**config.mk**
```make
export PLATFORM = sky130hd
export DESIGN_NAME = uart_cmd_ctrl
export DESIGN_NICKNAME = d
export VERILOG_FILES = /design/src/rtl/uart_cmd_ctrl.sv
export SDC_FILE = /design/constraint.sdc
export NUM_CORES = 1
export LEC_CHECK = 0
export CAP_MARGIN = 20
export CORE_MARGIN = 5
export CORE_UTILIZATION = 35
export DETAILED_ROUTE_END_ITERATION = 12
export SKIP_LAST_GASP = 1
export SLEW_MARGIN = 30
export SYNTH_ARGS = -nofsm -noshare
export SYNTH_HDL_FRONTEND = slang
export SYNTH_SLANG_ARGS = --single-unit
```
**constraint.sdc**
```tcl
create_clock -name CLK -period 2.3 [get_ports CLK]
set_input_delay 0.46 -clock CLK [delete_from_list [all_inputs] [get_ports CLK]]
set_output_delay 0.46 -clock CLK [all_outputs]
set_load 0.05 [all_outputs]
```
**src/rtl/uart_cmd_ctrl.sv**
```systemverilog
// uart_cmd_ctrl: parses UART write/read register frames and returns read data to the UART transmitter
module uart_cmd_ctrl #(
  parameter int DATA_WIDTH = 8,
  parameter int ADDR_WIDTH = 4,
  parameter int RD_TIMEOUT = 15
) (
  input  logic                  CLK,
  input  logic                  RST,
  input  logic [DATA_WIDTH-1:0] RX_P_DATA,
  input  logic                  RX_D_VLD,
  output logic [ADDR_WIDTH-1:0] RF_ADDR,
  output logic                  RF_WR_EN,
  output logic [DATA_WIDTH-1:0] RF_WR_DATA,
  output logic                  RF_RD_EN,
  input  logic [DATA_WIDTH-1:0] RF_RD_DATA,
  input  logic                  RF_RD_VLD,
  output logic [DATA_WIDTH-1:0] TX_P_DATA,
  output logic                  TX_D_VLD,
  input  logic                  TX_BUSY,
  output logic                  CMD_ERR
);
  localparam int CW = $clog2(RD_TIMEOUT + 1);
  localparam logic [DATA_WIDTH-1:0] OP_WR = DATA_WIDTH'(8'hAA);
  localparam logic [DATA_WIDTH-1:0] OP_RD = DATA_WIDTH'(8'hBB);
  localparam logic [2:0] IDLE    = 3'd0;
  localparam logic [2:0] WR_ADDR = 3'd1;
  localparam logic [2:0] WR_DATA = 3'd2;
  localparam logic [2:0] RD_ADDR = 3'd3;
  localparam logic [2:0] RD_REQ  = 3'd4;
  localparam logic [2:0] RD_WAIT = 3'd5;
  localparam logic [2:0] TX_SEND = 3'd6;
  logic [2:0]            state_q, state_d;
  logic [ADDR_WIDTH-1:0] addr_q, addr_d;
  logic [DATA_WIDTH-1:0] wdat_q, wdat_d, tdat_q, tdat_d;
  logic [CW-1:0]         cnt_q, cnt_d;
  logic                  wr_en_q, wr_en_d, rd_en_q, rd_en_d, tx_vld_q, tx_vld_d, err_q, err_d;
  always_comb begin
    state_d  = state_q;
    addr_d   = addr_q;
    wdat_d   = wdat_q;
    tdat_d   = tdat_q;
    cnt_d    = cnt_q;
    wr_en_d  = 1'b0;
    rd_en_d  = 1'b0;
    tx_vld_d = 1'b0;
    // bytes arriving while a read is in flight are dropped and flagged
    err_d    = RX_D_VLD && (state_q == RD_REQ || state_q == RD_WAIT || state_q == TX_SEND);
    case (state_q)
      IDLE: if (RX_D_VLD) begin
        state_d = (RX_P_DATA == OP_WR) ? WR_ADDR : (RX_P_DATA == OP_RD) ? RD_ADDR : IDLE;
        err_d   = (RX_P_DATA != OP_WR) && (RX_P_DATA != OP_RD);
      end
      WR_ADDR: if (RX_D_VLD) begin
        addr_d  = RX_P_DATA[ADDR_WIDTH-1:0];
        state_d = WR_DATA;
      end
      WR_DATA: if (RX_D_VLD) begin
        wdat_d  = RX_P_DATA;
        wr_en_d = 1'b1;
        state_d = IDLE;
      end
      RD_ADDR: if (RX_D_VLD) begin
        addr_d  = RX_P_DATA[ADDR_WIDTH-1:0];
        state_d = RD_REQ;
      end
      RD_REQ: begin
        rd_en_d = 1'b1;
        cnt_d   = '0;
        state_d = RD_WAIT;
      end
      RD_WAIT: if (RF_RD_VLD) begin
        tdat_d  = RF_RD_DATA;
        state_d = TX_SEND;
      end else if (cnt_q == CW'(RD_TIMEOUT - 1)) begin
        err_d   = 1'b1;
        state_d = IDLE;
      end else begin
        cnt_d = cnt_q + CW'(1);
      end
      TX_SEND: if (!TX_BUSY) begin
        tx_vld_d = 1'b1;
        state_d  = IDLE;
      end
      default: state_d = IDLE;
    endcase
  end
  always_ff @(posedge CLK or negedge RST) begin
    if (!RST) begin
      state_q  <= IDLE;
      addr_q   <= '0;
      wdat_q   <= '0;
      tdat_q   <= '0;
      cnt_q    <= '0;
      wr_en_q  <= 1'b0;
      rd_en_q  <= 1'b0;
      tx_vld_q <= 1'b0;
      err_q    <= 1'b0;
    end else begin
      state_q  <= state_d;
      addr_q   <= addr_d;
      wdat_q   <= wdat_d;
      tdat_q   <= tdat_d;
      cnt_q    <= cnt_d;
      wr_en_q  <= wr_en_d;
      rd_en_q  <= rd_en_d;
      tx_vld_q <= tx_vld_d;
      err_q    <= err_d;
    end
  end
  assign RF_ADDR    = addr_q;
  assign RF_WR_EN   = wr_en_q;
  assign RF_WR_DATA = wdat_q;
  assign RF_RD_EN   = rd_en_q;
  assign TX_P_DATA  = tdat_q;
  assign TX_D_VLD   = tx_vld_q;
  assign CMD_ERR    = err_q;
endmodule

```
# [Word-level counts from Yosys, hierarchy flattened]
# Index checks and enable logic that the tools add are counted.
[totals] reg_bits=31 latchBits=0 ramBits=0 rom_bits=0 in_bits=21 out_inout_bits=24 n_memories=0
[op_classes] n_addsub=1 n_mul=0 n_div=0 magnitude_cmp=0 eq_ne=19 shift=0 n_mux=22 n_bitwise=0 reduce_logical=12
[op_table] cell="3-bit two-way mux" count=7
[op_table] cell="3-bit one-hot mux with 7 select lines" count=1
[op_table] cell="8-bit == test, second input constant" count=2
[op_table] cell="8-bit != test, second input constant" count=2
[op_table] cell="2-bit != test, second input constant" count=7
[op_table] cell="3-bit == test, second input constant" count=3
[op_table] cell="1-bit two-way mux" count=8
[op_table] cell="4-bit two-way mux" count=2
[op_table] cell="4-bit one-hot mux with 2 select lines" count=1
[op_table] cell="3-bit by 2-bit == test with 1-bit output, second input constant" count=2
[op_table] cell="2-bit AND reduction" count=3
[op_table] cell="6-bit AND reduction" count=1
[op_table] cell="4-bit by 1-bit adder with 4-bit output, second input constant" count=1
[op_table] cell="4-bit == test, second input constant" count=1
[op_table] cell="2-bit two-way mux" count=2
[op_table] cell="3-bit by 1-bit == test with 1-bit output, second input constant" count=1
[op_table] cell="3-bit zero test" count=1
[op_table] cell="3-bit by 2-bit != test with 1-bit output, second input constant" count=1
[op_table] cell="3-bit AND reduction" count=1
[op_table] cell="1-bit logical AND" count=2
[op_table] cell="1-bit logical OR" count=2
[op_table] cell="1-bit one-hot mux with 2 select lines" count=1
[op_table] cell="2-bit nonzero test" count=1
[op_table] cell="2-bit OR reduction" count=1

# [Logic depth before layout (Yosys ltp)]
[depth] word_depth=7 depth_mapped=6

# [Worst setup path before layout]
# Ideal clock, no wire load.
[synth_timing] kind="input-to-reg" startpoint="in RX_P_DATA[2]" endpoint="reg state_q[0]" arrival_time_ns=1.511 slack_ns=0.713 path_stages=4 path_buffers=0 path_cell_list="nand4b_1 > or4_4 > a211o_1 > o21ai_2"
[synth_via] elab_chain_cells=5 elab_cells_between_ends=6 classes_between="2 x eq/ne; 4 x mux"
[synth_lines] item="from (decl)" line_no="9" rtl="input logic [DATA_WIDTH-1:0] RX_P_DATA,"
[synth_lines] item="8-bit == test" line_no="50" rtl="state_d = (RX_P_DATA == OP_WR) ? WR_ADDR : (RX_P_DATA == OP_RD) ? RD_ADDR : IDLE;"
[synth_lines] item="2-bit two-way mux" line_no="50"
[synth_lines] item="2-bit two-way mux (*)" line_no="50"
[synth_lines] item="3-bit two-way mux (*)" line_no="49" rtl="IDLE: if (RX_D_VLD) begin"
[synth_lines] item="3-bit one-hot mux with 7 select lines (*)" line_no="48" rtl="case (state_q)"
[synth_lines] item="to (signal assigned)" line_no="99" rtl="state_q <= state_d;"
[synth_lines] item="to (decl)" line_no="32" rtl="logic [2:0] state_q, state_d;"
# Mark *: on every way between the ends. The rest lies on a longest branch, timed or not. The select of a mux whose other input is x is not followed.
# A chain may end at the register's enable or synchronous reset.

# [Worst setup path after layout]
[layout_timing] startpoint="reg wdat_q[6] (netlist: RF_WR_DATA[6])" endpoint="out RF_WR_DATA[6]"
[layout_rtl] item="from (decl)" line_no="34" rtl="logic [DATA_WIDTH-1:0] wdat_q, wdat_d, tdat_q, tdat_d;"
[layout_rtl] item="from (signal assigned)" line_no="101" rtl="wdat_q <= wdat_d;"
[layout_rtl] item="to (decl)" line_no="13" rtl="output logic [DATA_WIDTH-1:0] RF_WR_DATA,"
# No word-level cell between the ends.

==> flow_summary_export.csv <==
group,metric,value,unit
run_status,outcome,"finished clean",
synth,yosysMostFrequentCell,"dfrtp_1",
power,p_comb_share,54.4,%
sta,slew_headroom,66.0,%
clock_network,cts.clk_slew.worst_paths,60,ps
sta,timing.fmax,527,MHz
synth,avgSynthCellArea,12.9,sq um
sta,period_share,82.4,%
floorplan,core-area,3720,sq um
route,vias,1010,
critical_path,critPathMaxStageDelay,810,ps
sta,fin_skew,3.86,ps
route,drc_errors,0,
flow_run,max_cap_violations,0,
power,p_clk_share,12.9,%
grt,antenna_found_initial,0,
synth,syn_inst,105,
critical_path,end_kind,"output port",
power,power,2.93,mW
synth,synth-async-reset-ratio,100,%
floorplan,dieWidth,72.3,microns
placement,dpl.hpwl,2130,microns
cells_and_area,antennaDiodeCount,0,
critical_path,arrival,1440,ps
sta,setup_tns,0,ps
grt,grt_pass1_vias,1013,
synth,yosysSeqAreaShare,57.1,%
synth,synth_seq_cells,31,
worst_hold_path,hold_path.class,"reg -> reg",
sta,min_period,1900,ps
placement,portBuffers,44,
synth,synth_edf_count,0,
sta,setup_viol,0,
sta,drv_slew,0,
clock_network,cts_resized,0,
route,via_per_inst,4.98,
cells_and_area,nNetsFinal,179,
floorplan,die_h,72.3,microns
clock_network,postCtsHoldBufs,0,
critical_path,path_class,"reg -> out",
grt,grt_overflow,0,
sta,tightest_slew,509,ps
grt,grt_max_degree,32,
synth,yosys.area.top_type,"dfrtp_1",
synth,synth_flop_cell,"dfrtp_1",
clock_network,clock_sinks,31,
synth,yosysWarnings,0,
synth,synth.area.top_cells,"dfrtp_1, mux2_2, nand3_1",
clock_network,htree_levels,2,
cells_and_area,drive_gt1_share,20.6,%
clock_network,clk_latency,270,ps
power,internal-power,1.60,mW
power,p_sw,1.33,mW
critical_path,critPathLaunchType,"register",
critical_path,critPathTopFamily,"buffers and inverters",
route,ant_nets,0,
sta,hold_violations,0,
cells_and_area,areaGrowthSynthToFinish,42.9,%
critical_path,path_max_fanout,2,
synth,syn-num-nets,128,
clock_network,numCtsBuffers,5,
route,first_pass_iters,4,
synth,synth_area,1360,sq um
cells_and_area,fillers,357,
route,wirelength,2870,microns
power,ir_drop,0.000815,V
sta,rsz0062_at_grt,"false",
synth,netlist_top_cells_count,"dfrtp_1, mux2_2, inv_1, nand3_1, o21ai_0",
clock_network,cts_max_path_buffers,2,
grt,track_usage,12.1,%
synth,ys_types,30,
clock_network,root_buffer,"clkbuf_8",
power,seq_power_share,32.7,%
floorplan,design.die.area,5220,sq um
critical_path,required,1840,ps
route,drtIter0Drc,27,
cells_and_area,multi_input_area,546,sq um
floorplan,io_pins,45,
floorplan,initial_utilization,36.5,%
route,post_drt_wl_per_cell,14.2,microns
cells_and_area,ff_latch_area,776,sq um
critical_path,path_cells,"clkdlybuf4s50_1",
grt,grt_pass1_wl,4890,microns
critical_path,cp_num_buf_inv,1,
placement,place.gp.congestion,0.778,
power,p_leak,0.820,nW
power,swShare,45.5,%
clock_network,cts_tree,"yes",
power,p_per_area,1510,nW/um^2
critical_path,slowest_stage,"clkdlybuf4s50_1",
floorplan,row_count,22,
synth,synth_top_area_share,57.1,%
clock_network,cts_setup_buffers,0,
[kinds of logic (layout without fill, tap and decap cells)]
| logic type | count (synthesis) | count (layout) | share of synthesized area [%] |
|---|---|---|---|
| buf+inv | 9 | 59 | 2.67 |
| xor+xnor | 3 | 3 | 1.94 |
| fa+ha+maj | 2 | 2 | 1.84 |
| compound gates | 15 | 15 | 7.19 |
| flops | 31 | 31 | 57.1 |
| simple gates | 25 | 25 | 12.6 |
| mux | 20 | 20 | 16.6 |
[worst paths after layout]
kind / start / end / slack, ps / depth (start not counted)
setup / recovery: RF_WR_DATA[6] / RF_WR_DATA[6] / 400 / 1
hold / removal: TX_P_DATA[2] / TX_P_DATA[2] / 500 / 1
setup reg to reg: state_q[0] / TX_P_DATA[5] / 680 / 2
hold reg to reg: TX_P_DATA[2] / TX_P_DATA[2] / 500 / 1
max in group asynchronous: RST / RF_WR_EN / 1440 / 2
min in group asynchronous: RST / cnt_q[0] / 580 / 2
[cell type report]
cell class,count,share of cell area (%)
repair buffers,47,23.9
inverters,6,1.16
flip-flops and latches,31,40.0
well taps,48,3.10
multi-input cells,65,28.1
clock buffers,6,3.74
[metrics by stage]
| stage | cell area (sq um) | worst slack (ps) | hold slack (ps) | cells | utilization, % |
|---|---|---|---|---|---|
| after floorplan | 1360 | 713 | 164 | 105 | - |
| after global placement | 1870 | 226 | 487 | 197 | 50.2 |
| after detailed placement | 1870 | 200 | 491 | 197 | 50.2 |
| after CTS | 1940 | 384 | 505 | 203 | 52.2 |
| after global routing | 1940 | 342 | 517 | 203 | 52.2 |
| final | 1940 | 404 | 503 | 203 | 52.2 |
[cell usage in the layout (no fill, tap or decap)]
master           instances
o22ai_1                  1
nor4b_4                  1
a21bo_2                  1
nor2_1                   4
nand2_1                  3
inv_1                    6
a21oi_1                  3
nand3_1                  6
xnor2_1                  1
o221ai_1                 1
clkbuf_8                 5
o41ai_1                  1
a211o_1                  1
nand4b_1                 3
o21ai_0                  5
ha_1                     2
o21ai_2                  1
clkdlybuf4s50_1         44
nand4_1                  1
or3_1                    1
or4_4                    1
nand4bb_1                1
buf_4                    3
nor4b_1                  1
clkbuf_1                 1
nor3_1                   1
nor4bb_1                 1
and3_1                   1
a31oi_1                  1
xor2_1                   2
mux2_2                  20
dfrtp_1                 31
[sequential cells by signal, indices dropped and copies added, names as in the netlist]
register    cells
CMD_ERR         1
RF_ADDR         4
state_q         3
cnt_q           4
TX_P_DATA       8
RF_WR_EN        1
TX_D_VLD        1
RF_RD_EN        1
RF_WR_DATA      8
[power groups by stage]
stage / Combinational (mW) / Clock (mW) / Sequential, mW
after floorplan: 0.451 / 0 / 1.58
after global routing: 1.68 / 0.417 / 1.00
final: 1.59 / 0.377 / 0.958
after global placement: 1.60 / 0 / 0.959
after detailed placement: 1.60 / 0 / 0.967
after CTS: 1.61 / 0.394 / 0.962
[layer usage]
| layer | GRT usage (%) | wire (microns) |
|---|---|---|
| met5 | 0 | 0 |
| met4 | 3.76 | 27 |
| met3 | 5.54 | 290 |
| met2 | 16.8 | 1270 |
| met1 | 16.6 | 1290 |
Note: power is estimated with default switching activity, not from simulation.
